===== config.mk =====
export PLATFORM = sky130hd
export DESIGN_NAME = gmii_rx_frame_stats
export DESIGN_NICKNAME = d
export VERILOG_FILES = /design/src/rtl/gmii_rx_frame_stats.sv
export SDC_FILE = /design/constraint.sdc
export NUM_CORES = 2
export LEC_CHECK = 0
export ABC_AREA = 1
export BUFFER_PORTS_ARGS = -buffer_cell sky130_fd_sc_hd__buf_4
export CAP_MARGIN = 20
export CORE_MARGIN = 5
export CORE_UTILIZATION = 52
export DETAILED_ROUTE_END_ITERATION = 10
export PLACE_DENSITY_LB_ADDON = 0.05
export SYNTH_ARGS = -nofsm -noshare
export SYNTH_HDL_FRONTEND = slang
export SYNTH_SLANG_ARGS = --single-unit

===== constraint.sdc =====
create_clock -name clk -period 2.3 [get_ports clk]
set_input_delay 0.23 -clock clk [delete_from_list [all_inputs] [get_ports clk]]
set_output_delay 0.23 -clock clk [all_outputs]
set_load 0.03 [all_outputs]

===== src/rtl/gmii_rx_frame_stats.sv =====
// Per-port GMII receive frame statistics with coherent 64-bit register reads.
// Optional FCS checking is built when GMII_RX_STATS_FCS_CHECK_EN is defined.
module gmii_rx_frame_stats #(
  parameter int NUM_PORTS     = 2,
  parameter int CNT_WIDTH     = 64,
  parameter int MIN_FRAME_LEN = 64,
  parameter int MAX_FRAME_LEN = 1518,
  parameter int ADDR_WIDTH    = 7
) (
  input  logic                   clk,
  input  logic                   rst,
  input  logic [8*NUM_PORTS-1:0] gmii_rxd,
  input  logic [NUM_PORTS-1:0]   gmii_rx_dv,
  input  logic [NUM_PORTS-1:0]   gmii_rx_er,
  input  logic [NUM_PORTS-1:0]   clr,
  input  logic                   rd_en,
  input  logic [ADDR_WIDTH-1:0]  rd_addr,
  output logic [31:0]            rd_data,
  output logic                   rd_valid
);

  localparam logic [1:0] S_IDLE = 2'd0;
  localparam logic [1:0] S_PRE  = 2'd1;
  localparam logic [1:0] S_BODY = 2'd2;
  localparam logic [1:0] S_DROP = 2'd3;
  localparam int PW = ADDR_WIDTH - 3;

  typedef logic [CNT_WIDTH-1:0] cnt_t;
  localparam cnt_t CMAX = '1;

  logic [NUM_PORTS-1:0][1:0]           st_q, st_d;
  logic [NUM_PORTS-1:0][15:0]          len_q, len_d;
  logic [NUM_PORTS-1:0][15:0]          last_q, last_d;
  logic [NUM_PORTS-1:0]                er_q, er_d;
  logic [NUM_PORTS-1:0][CNT_WIDTH-1:0] good_q, good_d;
  logic [NUM_PORTS-1:0][CNT_WIDTH-1:0] bad_q, bad_d;
  logic [NUM_PORTS-1:0][CNT_WIDTH-1:0] byt_q, byt_d;
  logic [NUM_PORTS-1:0][31:0]          shg_q, shg_d;
  logic [NUM_PORTS-1:0][31:0]          shb_q, shb_d;
  logic [NUM_PORTS-1:0][31:0]          shy_q, shy_d;
`ifdef GMII_RX_STATS_FCS_CHECK_EN
  logic [NUM_PORTS-1:0][31:0]          crc_q, crc_d;
  logic [NUM_PORTS-1:0][31:0]          fcs_q, fcs_d;
`endif
  logic [31:0]   rdat;
  logic [31:0]   rd_data_q;
  logic          rd_valid_q;
  logic [PW-1:0] rport;
  logic [2:0]    rreg;

  assign rport    = rd_addr[ADDR_WIDTH-1:3];
  assign rreg     = rd_addr[2:0];
  assign rd_data  = rd_data_q;
  assign rd_valid = rd_valid_q;

  function automatic cnt_t sat_inc(input cnt_t v);
    return (v == CMAX) ? v : v + cnt_t'(1);
  endfunction

  function automatic cnt_t sat_add(input cnt_t v, input logic [15:0] n);
    logic [CNT_WIDTH:0] s;
    s = {1'b0, v} + {{(CNT_WIDTH-15){1'b0}}, n};
    return s[CNT_WIDTH] ? CMAX : s[CNT_WIDTH-1:0];
  endfunction

  function automatic logic [63:0] ext(input cnt_t v);
    return 64'(v);
  endfunction

`ifdef GMII_RX_STATS_FCS_CHECK_EN
  function automatic logic [31:0] crc_byte(input logic [31:0] c,
                                           input logic [7:0]  d);
    logic [31:0] r;
    r = c;
    for (int i = 0; i < 8; i++)
      r = (r[0] ^ d[i]) ? ((r >> 1) ^ 32'hEDB88320) : (r >> 1);
    return r;
  endfunction

  function automatic logic [31:0] rev32(input logic [31:0] c);
    logic [31:0] r;
    for (int i = 0; i < 32; i++) r[i] = c[31-i];
    return r;
  endfunction
`endif

  always_comb begin : p_port
    logic        dv;
    logic        erb;
    logic        fin;
    logic        ok;
    logic        crc_ok;
    logic        in_rng;
    logic [7:0]  d8;
    logic [63:0] tmp;
    st_d   = st_q;
    len_d  = len_q;
    last_d = last_q;
    er_d   = er_q;
    good_d = good_q;
    bad_d  = bad_q;
    byt_d  = byt_q;
    shg_d  = shg_q;
    shb_d  = shb_q;
    shy_d  = shy_q;
`ifdef GMII_RX_STATS_FCS_CHECK_EN
    crc_d  = crc_q;
    fcs_d  = fcs_q;
`endif
    for (int p = 0; p < NUM_PORTS; p++) begin
      dv  = gmii_rx_dv[p];
      erb = gmii_rx_er[p];
      d8  = gmii_rxd[8*p +: 8];
      fin = 1'b0;
      tmp = '0;
      unique case (st_q[p])
        S_IDLE: begin
          if (dv) begin
            er_d[p] = erb;
            if (d8 == 8'h55) begin
              st_d[p] = S_PRE;
            end else if (d8 == 8'hD5) begin
              st_d[p]  = S_BODY;
              len_d[p] = '0;
`ifdef GMII_RX_STATS_FCS_CHECK_EN
              crc_d[p] = '1;
`endif
            end else begin
              st_d[p] = S_DROP;
            end
          end
        end
        S_PRE: begin
          if (!dv) begin
            fin     = 1'b1;
            st_d[p] = S_IDLE;
          end else begin
            er_d[p] = er_q[p] | erb;
            if (d8 == 8'hD5) begin
              st_d[p]  = S_BODY;
              len_d[p] = '0;
`ifdef GMII_RX_STATS_FCS_CHECK_EN
              crc_d[p] = '1;
`endif
            end else if (d8 != 8'h55) begin
              st_d[p] = S_DROP;
            end
          end
        end
        S_BODY: begin
          if (dv) begin
            er_d[p]  = er_q[p] | erb;
            len_d[p] = (len_q[p] == 16'hFFFF) ? len_q[p] : len_q[p] + 16'd1;
`ifdef GMII_RX_STATS_FCS_CHECK_EN
            crc_d[p] = crc_byte(crc_q[p], d8);
`endif
          end else begin
            fin       = 1'b1;
            last_d[p] = len_q[p];
            st_d[p]   = S_IDLE;
          end
        end
        S_DROP: begin
          if (!dv) begin
            fin     = 1'b1;
            st_d[p] = S_IDLE;
          end else begin
            er_d[p] = er_q[p] | erb;
          end
        end
        default: st_d[p] = S_IDLE;
      endcase
`ifdef GMII_RX_STATS_FCS_CHECK_EN
      crc_ok = (rev32(crc_q[p]) == 32'hC704DD7B);
`else
      crc_ok = 1'b1;
`endif
      in_rng = (32'(len_q[p]) >= MIN_FRAME_LEN) &&
               (32'(len_q[p]) <= MAX_FRAME_LEN);
      ok = (st_q[p] == S_BODY) && !er_q[p] && in_rng && crc_ok;
      if (clr[p]) begin
        good_d[p] = '0;
        bad_d[p]  = '0;
        byt_d[p]  = '0;
        shg_d[p]  = '0;
        shb_d[p]  = '0;
        shy_d[p]  = '0;
`ifdef GMII_RX_STATS_FCS_CHECK_EN
        fcs_d[p]  = '0;
`endif
      end else begin
        if (fin) begin
          if (ok) begin
            good_d[p] = sat_inc(good_q[p]);
            byt_d[p]  = sat_add(byt_q[p], len_q[p]);
          end else begin
            bad_d[p] = sat_inc(bad_q[p]);
          end
`ifdef GMII_RX_STATS_FCS_CHECK_EN
          if ((st_q[p] == S_BODY) && !crc_ok && (fcs_q[p] != '1))
            fcs_d[p] = fcs_q[p] + 32'd1;
`endif
        end
        // low-word reads capture the high word of the pre-update value
        if (rd_en && (rport == PW'(p))) begin
          if (rreg == 3'd0) begin
            tmp      = ext(good_q[p]);
            shg_d[p] = tmp[63:32];
          end
          if (rreg == 3'd2) begin
            tmp      = ext(bad_q[p]);
            shb_d[p] = tmp[63:32];
          end
          if (rreg == 3'd4) begin
            tmp      = ext(byt_q[p]);
            shy_d[p] = tmp[63:32];
          end
        end
      end
    end
  end

  always_comb begin : p_rmux
    logic [63:0] v;
    rdat = '0;
    v    = '0;
    for (int p = 0; p < NUM_PORTS; p++) begin
      if (rport == PW'(p)) begin
        unique case (rreg)
          3'd0: begin v = ext(good_q[p]); rdat = v[31:0]; end
          3'd1: rdat = shg_q[p];
          3'd2: begin v = ext(bad_q[p]); rdat = v[31:0]; end
          3'd3: rdat = shb_q[p];
          3'd4: begin v = ext(byt_q[p]); rdat = v[31:0]; end
          3'd5: rdat = shy_q[p];
          3'd6: rdat = {last_q[p], 14'd0, st_q[p]};
`ifdef GMII_RX_STATS_FCS_CHECK_EN
          3'd7: rdat = fcs_q[p];
`else
          3'd7: rdat = '0;
`endif
          default: rdat = '0;
        endcase
      end
    end
  end

  always_ff @(posedge clk) begin
    if (rst) begin
      st_q       <= '0;
      len_q      <= '0;
      last_q     <= '0;
      er_q       <= '0;
      good_q     <= '0;
      bad_q      <= '0;
      byt_q      <= '0;
      shg_q      <= '0;
      shb_q      <= '0;
      shy_q      <= '0;
`ifdef GMII_RX_STATS_FCS_CHECK_EN
      crc_q      <= '0;
      fcs_q      <= '0;
`endif
      rd_data_q  <= '0;
      rd_valid_q <= 1'b0;
    end else begin
      st_q       <= st_d;
      len_q      <= len_d;
      last_q     <= last_d;
      er_q       <= er_d;
      good_q     <= good_d;
      bad_q      <= bad_d;
      byt_q      <= byt_d;
      shg_q      <= shg_d;
      shb_q      <= shb_d;
      shy_q      <= shy_d;
`ifdef GMII_RX_STATS_FCS_CHECK_EN
      crc_q      <= crc_d;
      fcs_q      <= fcs_d;
`endif
      rd_valid_q <= rd_en;
      if (rd_en) rd_data_q <= rdat;
    end
  end

endmodule


# Word level (Yosys, flattened, before mapping)
# Index checks and enable logic that the tools add are counted.
# W data, S select, Z words.
[word_totals] reg_bits=679 latch_bits=0 mem_bits_rw=0 rom_bits=0 in_bits=32 elab_cells=174 mem_count=0
[classes] add_sub_neg=8 multipliers=0 n_div=0 magnitude_cmp=4 eq_ne=42 shift=0 muxes=46 bitwise_logic=10 reduce_logical=42
[ops] op="$pmux W32 S8" count=2
[ops] op="$add A64 B1 Y64 const B" count=4
[ops] op="$eq A64 B64 Y1 const B" count=4
[ops] op="$mux W16" count=12
[ops] op="$add A64 B16 Y65" count=2
[ops] op="$mux W64" count=2
[ops] op="$pmux W16 S3" count=2
[ops] op="$mux W32" count=2
[ops] op="$add A16 B1 Y16 const B" count=2
[ops] op="$eq A16 B16 Y1 const B" count=2
[ops] op="$ge A16 B7 Y1 const B" count=2
[ops] op="$le A16 B11 Y1 const B" count=2
[ops] op="$mux W2" count=12
[ops] op="$ne A2 B2 Y1 const B" count=12
[ops] op="$reduce_and A2 Y1" count=12
[ops] op="$reduce_and A3 Y1" count=6
[ops] op="$eq A8 B7 Y1 const B" count=2
[ops] op="$eq A8 B8 Y1 const B" count=2
[ops] op="$ne A8 B7 Y1 const B" count=2
[ops] op="$eq A3 B3 Y1 const B" count=4
[ops] op="$pmux W2 S3" count=2
[ops] op="$reduce_and A6 Y1" count=2
[ops] op="$mux W1" count=10
[ops] op="$eq A2 B2 Y1 const B" count=4
[ops] op="other kinds (17)" count=44

# Logic depth before layout (Yosys ltp)
[depth] depth_word=5 depth_mapped=16 ltp_nobuf=16

# Least setup slack after synthesis
# No wires, ideal clock.
[synth_timing] kind="reg2reg" from="reg len_q[0] (netlist name)" to="reg byt_q[28] (netlist name)" t_arrival_ns=2.174 required_ns=2.185 slack_ns=0.011 path_stages_with_launch=15 path_cell_list="dfxtp_1 ha_1 fa_1 nand3_1 nand3_1 nand3_1 nand2_1 nand2_1 nand2_2 nand2_1 nor2_8 nand3_4 buf_6 nand3_2 and2_1"
[synth_between] elab_chain_len=4 word_cells_on_any_way=7 cone_classes="add/sub: 1; order compare: 2; mux: 1; reduce/logical: 3"
[synth_lines] element="start: declaration" line="32" text="logic [NUM_PORTS-1:0][15:0] len_q, len_d;"
[synth_lines] element="start signal: assignment" line="268" text="len_q <= len_d;"
[synth_lines] element="parallel branches: the longest is 4 deep, another holds $add A64 B16 Y65"
[synth_lines] element="end signal: assignment" line="273" text="byt_q <= byt_d;"
[synth_lines] element="end: declaration" line="37" text="logic [NUM_PORTS-1:0][CNT_WIDTH-1:0] byt_q, byt_d;"
# Parallel ways; which one is timed is not known.
# A chain may end at the register's enable or synchronous reset.

# Worst setup path after layout
[layout_timing] from="reg byt_q[0] (netlist name)" to="reg byt_q[42] (netlist name)"
[layout_between] elab_chain_len=2
[layout_lines] element="$add A64 B16 Y65" line="62" text="s = {1'b0, v} + {{(CNT_WIDTH-15){1'b0}}, n};"
[layout_lines] element="$mux W64" line="63" text="return s[CNT_WIDTH] ? CMAX : s[CNT_WIDTH-1:0];"
# Every way passes these cells.

==> results.py <==
metrics = {
    "sta": {
        "grt_setup_unrepaired": "yes",
        "final_hold_viol_count": 0,
        "fin_crit_sh": 0.969,
        "finalSetupViolCount": 0,
        "fin_tns_setup_ns": 0,
        "finClkSkew_ns": 0.0241,
        "worst_slew_pin_slew_ns": 0.911,
        "final-max-slew-violation-count": 0,
        "highest_clock_rate_mhz": 449,
        "slew-limit-headroom": 0.393,
        "finalCriticalPeriod_ns": 2.23,
        "hold_ws_ns": 0.0607,
    },
    "cts": {
        "cts_sinks": 679,
        "tritoncts.num_buffers": 80,
        "htree_depth": 3,
        "clockBufferDepth": 3,
        "tritoncts": "yes",
        "worst_skew_pair.late_latency_ns": 0.65,
        "root_buffer": "sky130_fd_sc_hd__clkbuf_16",
        "clk_pin_slew_worst_paths_ns": 0.06,
    },
    "route": {
        "drt_iter0_markers": 6271,
        "drt-vias-per-instance": 5.84,
        "drt-pass1-iter-count": 8,
        "antenna_left": 0,
        "vias": 47600,
        "remaining_drc_errors": 0,
        "wire_length_reported_by_the_detailed_router_mm": 175,
        "routedWlPerCell_um": 21.5,
    },
    "place": {
        "routability_congestion_estimate": 1.04,
        "place.detailed.hpwl_mm": 136,
        "post-place-cells": 7983,
        "detailed_place.area_um2": 46300,
        "placement.io_buffers": 64,
    },
    "worst_setup_path": {
        "worst_ep_required_time_ns": 2.80,
        "worst_setup_end_kind": "flip-flop",
        "worstPathBufferInverterCount": 2,
        "crit_path_cell_trace": "ha_4 > fa_2 > nand3_2 > nand3_2 > nand3_2 > nand2_2 > nand2_2 > nand2_2 > buf_4 > nand3b_1 > clkbuf_16 > nand3_1 > nand2_1 > a21oi_1",
        "crit_slowest_cell": "sky130_fd_sc_hd__fa_2",
        "worstSetupStartpointType": "flip-flop",
        "longest_individual_stage_delay_on_the_worst_path_ns": 0.35,
        "crit_fanout": 6,
        "critical_path.top_delay_family": "simple AND/OR/NAND/NOR gates",
        "worst-endpoint-arrival_ns": 2.73,
        "worstSetupPathType": "flip-flop to flip-flop",
    },
    "pwr": {
        "p_per_area_nw_per_um2": 535,
        "power_leakage_nw": 19.1,
        "peakVddDrop_mv": 0.549,
    },
    "synthesis": {
        "synthDominantAreaCellType": "sky130_fd_sc_hd__dfxtp_1",
        "synth_cells": 6685,
        "yosys_warnings": 0,
        "yosys_cell_types": 60,
        "syn-mean-instance-area_um2": 6.24,
        "synth-seq-cells": 679,
        "syn_area_um2": 41700,
        "edff_count_synth": 0,
        "synth_top_cells_by_area": "sky130_fd_sc_hd__dfxtp_1 33%, sky130_fd_sc_hd__nand2_1 17%, sky130_fd_sc_hd__a21oi_1 7.4%, sky130_fd_sc_hd__nor2_1 6.8%, sky130_fd_sc_hd__inv_1 6.1%",
        "synth_flop_cell": "sky130_fd_sc_hd__dfxtp_1",
        "syn-num-nets": 6759,
        "synth_top_cell_area_share": 0.326,
        "async_reset_ff_frac": 0,
        "ys_seq_area_frac": 0.326,
    },
    "layout": {
        "design.final.nets": 7117,
        "final_design_area_no_fill_um2": 50100,
        "area_growth_syn_to_layout_pct": 20.2,
        "layout.cells.non_filler": 8157,
        "drive_gt1_frac": 0.130,
    },
    "grt": {
        "grt_max_degree": 130,
        "grt_first_pass_wirelength_mm": 260,
        "first_global_vias": 42700,
        "initial_antenna_violation_count": 7,
        "grt_usage": 0.387,
        "residual_overflow_from_global_routing": 0,
    },
    "floorplan": {
        "design.die.area_um2": 85900,
        "die_width_um": 293,
        "top_level_ports": 65,
        "dieHeight_um": 293,
        "initial_core_util": 0.526,
        "core_area_um2": 79300,
        "rows": 103,
    },
    "hold_path": {
        "min-delay-path-class": "input pin to flip-flop",
    },
    "outcome": {
        "run_status": "finished, final reports clean",
    },
    "run": {
        "drv_cap": 0,
    },
}
-- final timing paths --
check / from / endpoint / slack [ns] / cells after the start
max: byt_q[0] / byt_q[42] / 0.07 / 14
min: rst / rd_data[1] / 0.06 / 4
max reg2reg: byt_q[0] / byt_q[42] / 0.07 / 14
min reg2reg: last_q[11] / last_q[11] / 0.46 / 2
-- area by class of cell --
type / count / area (um2)
antenna: 3 / 7.51
clock buffer: 103 / 2240
clock inverter: 40 / 515
fill: 7637 / 29200
inverter: 712 / 2690
multi-input combinational: 5013 / 24900
sequential: 679 / 13600
tap: 1050 / 1310
timing repair buffer: 557 / 4820
-- through the flow --
step,util,worst slack (ns),power [mW]
floorplan,-,0.0107,12.8
global placement,0.584,-0.581,13.3
detailed placement,0.584,-0.512,13.3
CTS,0.621,0.0103,26.8
global route,0.632,-0.0591,27.4
finish,0.632,0.0716,26.8
-- routing by layer --
layer / global-route usage / vias up / part of all wire
li1: - / 22400 / -
met1: 0.568 / 22100 / 0.43
met2: 0.551 / 2655 / 0.40
met3: 0.0994 / 399 / 0.12
met4: 0.132 / 6 / 0.042
met5: 0 / - / 0.00021
-- Yosys cell counts (13+ instances only) --
master	n
sky130_fd_sc_hd__nor2_1	751
sky130_fd_sc_hd__a31oi_1	16
sky130_fd_sc_hd__nor2_2	16
sky130_fd_sc_hd__nand3b_1	20
sky130_fd_sc_hd__buf_2	82
sky130_fd_sc_hd__a21oi_1	613
sky130_fd_sc_hd__nand2_1	1873
sky130_fd_sc_hd__o2111ai_1	19
sky130_fd_sc_hd__buf_4	13
sky130_fd_sc_hd__nand4_1	146
sky130_fd_sc_hd__dfxtp_1	679
sky130_fd_sc_hd__clkbuf_1	162
sky130_fd_sc_hd__xor2_1	236
sky130_fd_sc_hd__xnor2_1	43
sky130_fd_sc_hd__nand3_1	459
sky130_fd_sc_hd__inv_1	681
sky130_fd_sc_hd__o21ai_0	364
sky130_fd_sc_hd__o31ai_1	15
sky130_fd_sc_hd__ha_1	40
sky130_fd_sc_hd__o211ai_1	32
sky130_fd_sc_hd__nor3_1	211
sky130_fd_sc_hd__inv_2	26
sky130_fd_sc_hd__o21ai_1	33
sky130_fd_sc_hd__o221ai_1	18
-- logic make-up after synthesis --
group,Yosys count,synth area share
and+or+nand+nor,3547,0.360
AOI/OAI and AO/OA,1144,0.146
buffers and inverters,994,0.0956
DFF,679,0.326
xor gates and xnor gates,279,0.0586
adders and majority gates,42,0.0130
-- report_power, final --
part / leakage (nW) / internal, mW / switching, mW
Combinational: 12.3 / 0.368 / 0.904
Sequential: 5.49 / 11.8 / 0.0500
Clock: 1.33 / 8.03 / 5.63
Total: 19.1 / 20.2 / 6.58
-- cell usage in the layout, fill, tap and decap left out, types with 23 or more instances in the layout --
master	synthesis	final
sky130_fd_sc_hd__dfxtp_1	679	645
sky130_fd_sc_hd__o21ai_0	364	354
sky130_fd_sc_hd__buf_12	0	44
sky130_fd_sc_hd__xor2_1	236	236
sky130_fd_sc_hd__clkbuf_16	0	84
sky130_fd_sc_hd__dfxtp_2	0	34
sky130_fd_sc_hd__o21ai_1	33	41
sky130_fd_sc_hd__buf_4	13	496
sky130_fd_sc_hd__inv_1	681	680
sky130_fd_sc_hd__a21oi_1	613	606
sky130_fd_sc_hd__nand4_1	146	146
sky130_fd_sc_hd__ha_4	0	23
sky130_fd_sc_hd__nand3_2	12	27
sky130_fd_sc_hd__nor2_1	751	724
sky130_fd_sc_hd__nor2_2	16	28
sky130_fd_sc_hd__nor3_1	211	192
sky130_fd_sc_hd__o211ai_1	32	32
sky130_fd_sc_hd__nand2_1	1873	1854
sky130_fd_sc_hd__xnor2_1	43	43
sky130_fd_sc_hd__nand3_1	459	443
-- sequential cells by signal (all words and copies together) (netlist names) --
register	flops
rd_data	32
len_q	32
shb_q	64
byt_q	128
rd_valid	1
er_q	2
st_q	4
shg_q	64
bad_q	128
good_q	128
shy_q	64
last_q	32
-- timing repair --
action,CTS,global route
endpoints found under the hold margin,13,0
resized for setup,7,175
cloned,1,3
setup buffers,7,8
pin swaps,1,11
setup endpoints to repair,25,339
hold buffers,9,0
-- tightest hold or removal path, delay by kind of cell --
kind / cells / cell delay (ns)
buf+inv: 2 / 0.27
simple gates: 2 / 0.15
No activity file was read; power rests on OpenSTA's default activity.
